--- src/rtl/piradspi_miso_packer.sv ---
// Receive-path byte packer: little-endian bytes from the SPI engine into
// bus-width AXI4-Stream words, closing a word early on a command's last byte.
`timescale 1ns/1ps
module piradspi_miso_packer #(
  parameter int DATA_WIDTH  = 32,
  parameter int COUNT_WIDTH = 16
) (
  input  logic                    aclk,
  input  logic                    areset,
  input  logic                    s_byte_valid,
  output logic                    s_byte_ready,
  input  logic [7:0]              s_byte_data,
  input  logic                    s_byte_last,
  input  logic                    flush,
  output logic                    m_tvalid,
  input  logic                    m_tready,
  output logic [DATA_WIDTH-1:0]   m_tdata,
  output logic [DATA_WIDTH/8-1:0] m_tkeep,
  output logic                    m_tlast,
  output logic                    busy,
  output logic [COUNT_WIDTH-1:0]  word_count
);

  localparam int N = DATA_WIDTH / 8;
  localparam int IDX_W = (N > 1) ? $clog2(N) : 1;
  localparam logic [IDX_W-1:0] LAST_LANE = IDX_W'(N - 1);

  // Lanes 0..lane set, everything above cleared.
  function automatic logic [N-1:0] keep_mask(input logic [IDX_W-1:0] lane);
    logic [N-1:0] m;
    m = '0;
    for (int i = 0; i < N; i++) begin
      m[i] = (i <= int'(lane));
    end
    return m;
  endfunction

  function automatic logic [DATA_WIDTH-1:0] place_byte(input logic [7:0]       b,
                                                      input logic [IDX_W-1:0] lane);
    logic [DATA_WIDTH-1:0] w;
    w = '0;
    for (int i = 0; i < N; i++) begin
      if (int'(lane) == i) begin
        w[8*i +: 8] = b;
      end
    end
    return w;
  endfunction

  logic [DATA_WIDTH-1:0]  acc_p0;
  logic [IDX_W-1:0]       idx_p0;
  logic [DATA_WIDTH-1:0]  data_p1;
  logic [N-1:0]           keep_p1;
  logic                   last_p1;
  logic                   vld_p1;
  logic [COUNT_WIDTH-1:0] count_p1;

  logic                  byte_ready;
  logic                  accept;
  logic                  word_done;
  logic [DATA_WIDTH-1:0] merged;

  // Input handshake is blocked only by a stalled output word or a flush.
  assign byte_ready = (!vld_p1 || m_tready) && !flush;
  assign accept     = s_byte_valid && byte_ready;
  assign word_done  = accept && ((idx_p0 == LAST_LANE) || s_byte_last);
  // Lanes above idx in acc are always zero, so OR-merging is exact.
  assign merged     = acc_p0 | place_byte(s_byte_data, idx_p0);

  // Stage p0: accumulator and lane index
  always_ff @(posedge aclk or posedge areset) begin
    if (areset) begin
      acc_p0 <= '0;
      idx_p0 <= '0;
    end else if (flush) begin
      acc_p0 <= '0;
      idx_p0 <= '0;
    end else if (accept) begin
      if (word_done) begin
        acc_p0 <= '0;
        idx_p0 <= '0;
      end else begin
        acc_p0 <= merged;
        idx_p0 <= idx_p0 + IDX_W'(1);
      end
    end
  end

  // Stage p1: output word register and handoff counter
  always_ff @(posedge aclk or posedge areset) begin
    if (areset) begin
      data_p1  <= '0;
      keep_p1  <= '0;
      last_p1  <= 1'b0;
      vld_p1   <= 1'b0;
      count_p1 <= '0;
    end else if (word_done) begin
      data_p1  <= merged;
      keep_p1  <= keep_mask(idx_p0);
      last_p1  <= s_byte_last;
      vld_p1   <= 1'b1;
      count_p1 <= count_p1 + COUNT_WIDTH'(1);
    end else if (vld_p1 && m_tready) begin
      vld_p1   <= 1'b0;
    end
  end

  assign s_byte_ready = byte_ready;
  assign m_tvalid     = vld_p1;
  assign m_tdata      = data_p1;
  assign m_tkeep      = keep_p1;
  assign m_tlast      = last_p1;
  assign busy         = (idx_p0 != '0);
  assign word_count   = count_p1;

endmodule
--- config.mk ---
export PLATFORM = sky130hd
export DESIGN_NAME = piradspi_miso_packer
export DESIGN_NICKNAME = d
export VERILOG_FILES = /design/src/rtl/piradspi_miso_packer.sv
export SDC_FILE = /design/constraint.sdc
export NUM_CORES = 1
export LEC_CHECK = 0
export CAP_MARGIN = 30
export CORE_MARGIN = 4
export CORE_UTILIZATION = 51
export DETAILED_ROUTE_END_ITERATION = 6
export PLACE_DENSITY = 0.79
export SYNTH_ARGS = -nofsm -noshare
export SYNTH_HDL_FRONTEND = slang
export SYNTH_SLANG_ARGS = --single-unit
--- constraint.sdc ---
create_clock -name aclk -period 4.4 [get_ports aclk]
set_clock_uncertainty 0.1 [all_clocks]
set_input_delay 1.1 -clock aclk [delete_from_list [all_inputs] [get_ports aclk]]
set_output_delay 1.1 -clock aclk [all_outputs]
set_load 0.05 [all_outputs]
==> run summary <==
Seq/Total Area, Yosys: 61.1%
fin util: 66.9%
syn_area_per_cell: 11.3 um2
met1 Usage GRT: 28.5%
final worst path period need: 3.40 ns
combinational family with the most area after synthesis: compound AO/OA/AOI/OAI gates
Synth top area share: 61.1%
WP data required: 3.20 ns
met3 Use GR: 4.43%
Clock transition at path regs: 0.10 ns
height of the die: 92.1 um
Worst R2R Start: idx_p0[1]
root buffer cell: clkbuf_8
worst-path cell chain: inv_1 -> ha_1 -> inv_1 -> clkdlybuf4s50_1
setup TNS: 0 ns
syn_nets: 339
Iteration-0 DRC Markers: 151
Residual DRC: 0
core area: 6830 um2
Routed Antenna Nets: 0
status: completed
Post-CTS Resized: 0
leading cell type in the layout, fill and taps excluded: dfrtp_1
Worst Hold Path Cells: 1
busiest layer in global routing: met2
Placer Congestion: 0.766
gr ovfl total: 0
max_cap viols: 0
overall die area: 8480 um2
vias in the first global route: 2,693
Layout Nets: 407
reg2reg path depth: 5
unrepaired setup endpoints after global routing: false
Die X: 92.1 um
global-route track usage on met2: 31.6%
cts-stage hold buffer count: 0
Netlist cell types: 30
initial antenna violation count: 0
crit-path leading delay family: buffers and inverters
# diodes: 0
R2R Path End: word_count[1]
Startpoint Class: flip-flop
hold path endpoint: word_count[15]
Post-Layout Cell Count: 489
top post-synthesis cells by area: dfrtp_1, a21oi_1, a22o_1, nor2_1, xnor2_1
clk_lat worst skew: 0.36 ns
Period Utilization, post-route: 77.2%
Setup-failing EPs final: 0
CTS tree: yes
DR vias: 2,640
kind of critical path: flip-flop to output port
Critical Path Fanout Max: 10
H-tree lvl count: 3
count of final max-slew check failures: 0
power consumption: 2190 uW
Hold Crit Class: flip-flop to flip-flop
yosys warns: 0
CTS Sinks: 88
Final HPWL DP: 5.49 mm
pwr dens: 479 nW/um2
R2R Setup Slk: 2.11 ns
xor/xnor share of the synthesized area: 3.64%
Crit path top cell by count: inv_1
router iterations before antenna repair: 4
HP Start: word_count[15]
share of layout cells above drive strength 1: 8.65%
# rows: 30
routed wire length: 7.97 mm
Setup Buffers After CTS: 0
Max VDD drop: 0.313 mV
Critical Path AT: 2.20 ns
mux cell area share after synthesis: 0.312%
post-synthesis compound-gate area fraction: 16.2%
area grow syn2layout: 26.8%
cells after synthesis: 320
Num CTS Buffers: 9
largest net degree at the start of global routing: 44
f_max: 0.294 GHz
first-pass GRT wire length: 13.5 mm
LEAKAGE: 0.00194 uW
Initial Utilization: 52.8%
Clock Tree Buf Depth: 2
mean number of vias per cell: 5.40
Least-Margin Pin Slew: 0.732 ns
Fin. Hold Viols: 0
relative slew slack: 51.1%
register bit total from synthesis: 88
crit path capture type: output port
post-synthesis adder-cell area fraction: 1.73%
Buf/Inv on CP: 3
PortBufs: 69
cell area after synthesis: 3610 um2
placed insts: 473
GRT Util Overall: 20.2%
IO Pins: 70
crit-path max cell delay: 0.83 ns
commonest cells after routing, fill and taps aside: dfrtp_1, a21oi_1, clkdlybuf4s50_1
slowest stage cell, crit path: clkdlybuf4s50_1
post-synthesis simple-gate area fraction: 14.2%
cell accounting for the most synthesized area: dfrtp_1
Avg WL per Cell: 16.3 um
[registers in the layout (all words and copies together), names as in the netlist]
| signal | cells |
|---|---|
| m_tlast | 1 |
| word_count | 16 |
| m_tkeep | 4 |
| idx_p0 | 2 |
| m_tvalid | 1 |
| acc_p0 | 32 |
| m_tdata | 32 |
[through the flow]
step / worst slack, ns / hold WS [ns] / instance area, um2
finish: 1.00 / 0.380 / 4570
global route: 0.889 / 0.403 / 4570
CTS: 0.984 / 0.385 / 4570
detailed placement: 1.11 / 0.367 / 4370
global placement: 0.563 / 0.359 / 4360
floorplan: 0.921 / 0.354 / 3610
[worst max path at each step]
stage                          from            end  slack (ns)  cells past startpoint
after floorplan              areset      acc_p0[0]        0.92                      1
final                     idx_p0[0]           busy        1.00                      4
after global routing      idx_p0[0]           busy        0.89                      4
after CTS                 idx_p0[0]           busy        0.98                      4
after detailed placement      flush  word_count[1]        1.11                      5
after global placement     m_tready   s_byte_ready        0.56                      4
[metal layers]
layer  wire length [um]  share of wire (%)
met5                  0                  0
met4                 85                1.1
met3                517                6.5
met2               3790                 48
met1               3580                 45
[Yosys cell counts, drive strengths merged]
master / number
nor2: 44
ha: 5
buf: 14
nor3: 2
nand4: 8
xor2: 2
mux2: 1
nand3: 6
nor4: 3
nor2b: 1
a22o: 21
dfrtp: 88
and3: 3
inv: 5
a31oi: 1
nand2b: 2
o21ai: 1
and2: 10
o21bai: 1
xnor2: 13
a21oi: 73
clkbuf: 3
nor4b: 1
or2: 2
nand2: 10
[power by group]
part	total, uW	internal (uW)	switching [uW]
clock	572	269	303
combinational	658	213	445
sequential	957	895	62.9
total	2190	1380	810
[cell families (layout without fill, tap and decap cells)]
logic type | Yosys count | after routing
mux | 1 | 1
flops | 88 | 88
simple gates | 92 | 92
compound gates | 97 | 97
xor+xnor | 15 | 15
buf+inv | 22 | 95
fa+ha+maj | 5 | 5
[layout make-up]
type / instances / area (um2)
Clock buffer: 9 / 124
Fill cell: 542 / 2260
Inverter: 5 / 20.0
Tap cell: 96 / 120
Timing Repair Buffer: 74 / 726
Clock inverter: 7 / 78.8
Sequential cell: 88 / 2200
Multi-Input combinational cell: 210 / 1300
[worst reg2reg max path, cell delays in order, from the launching register on]
cell and delay, ns:
dfrtp_1 0.42, ha_1 0.49, nor2_2 0.21, nor3_4 0.24, buf_4 0.34, mux2_2 0.39
Note: power is estimated with default switching activity, not from simulation.
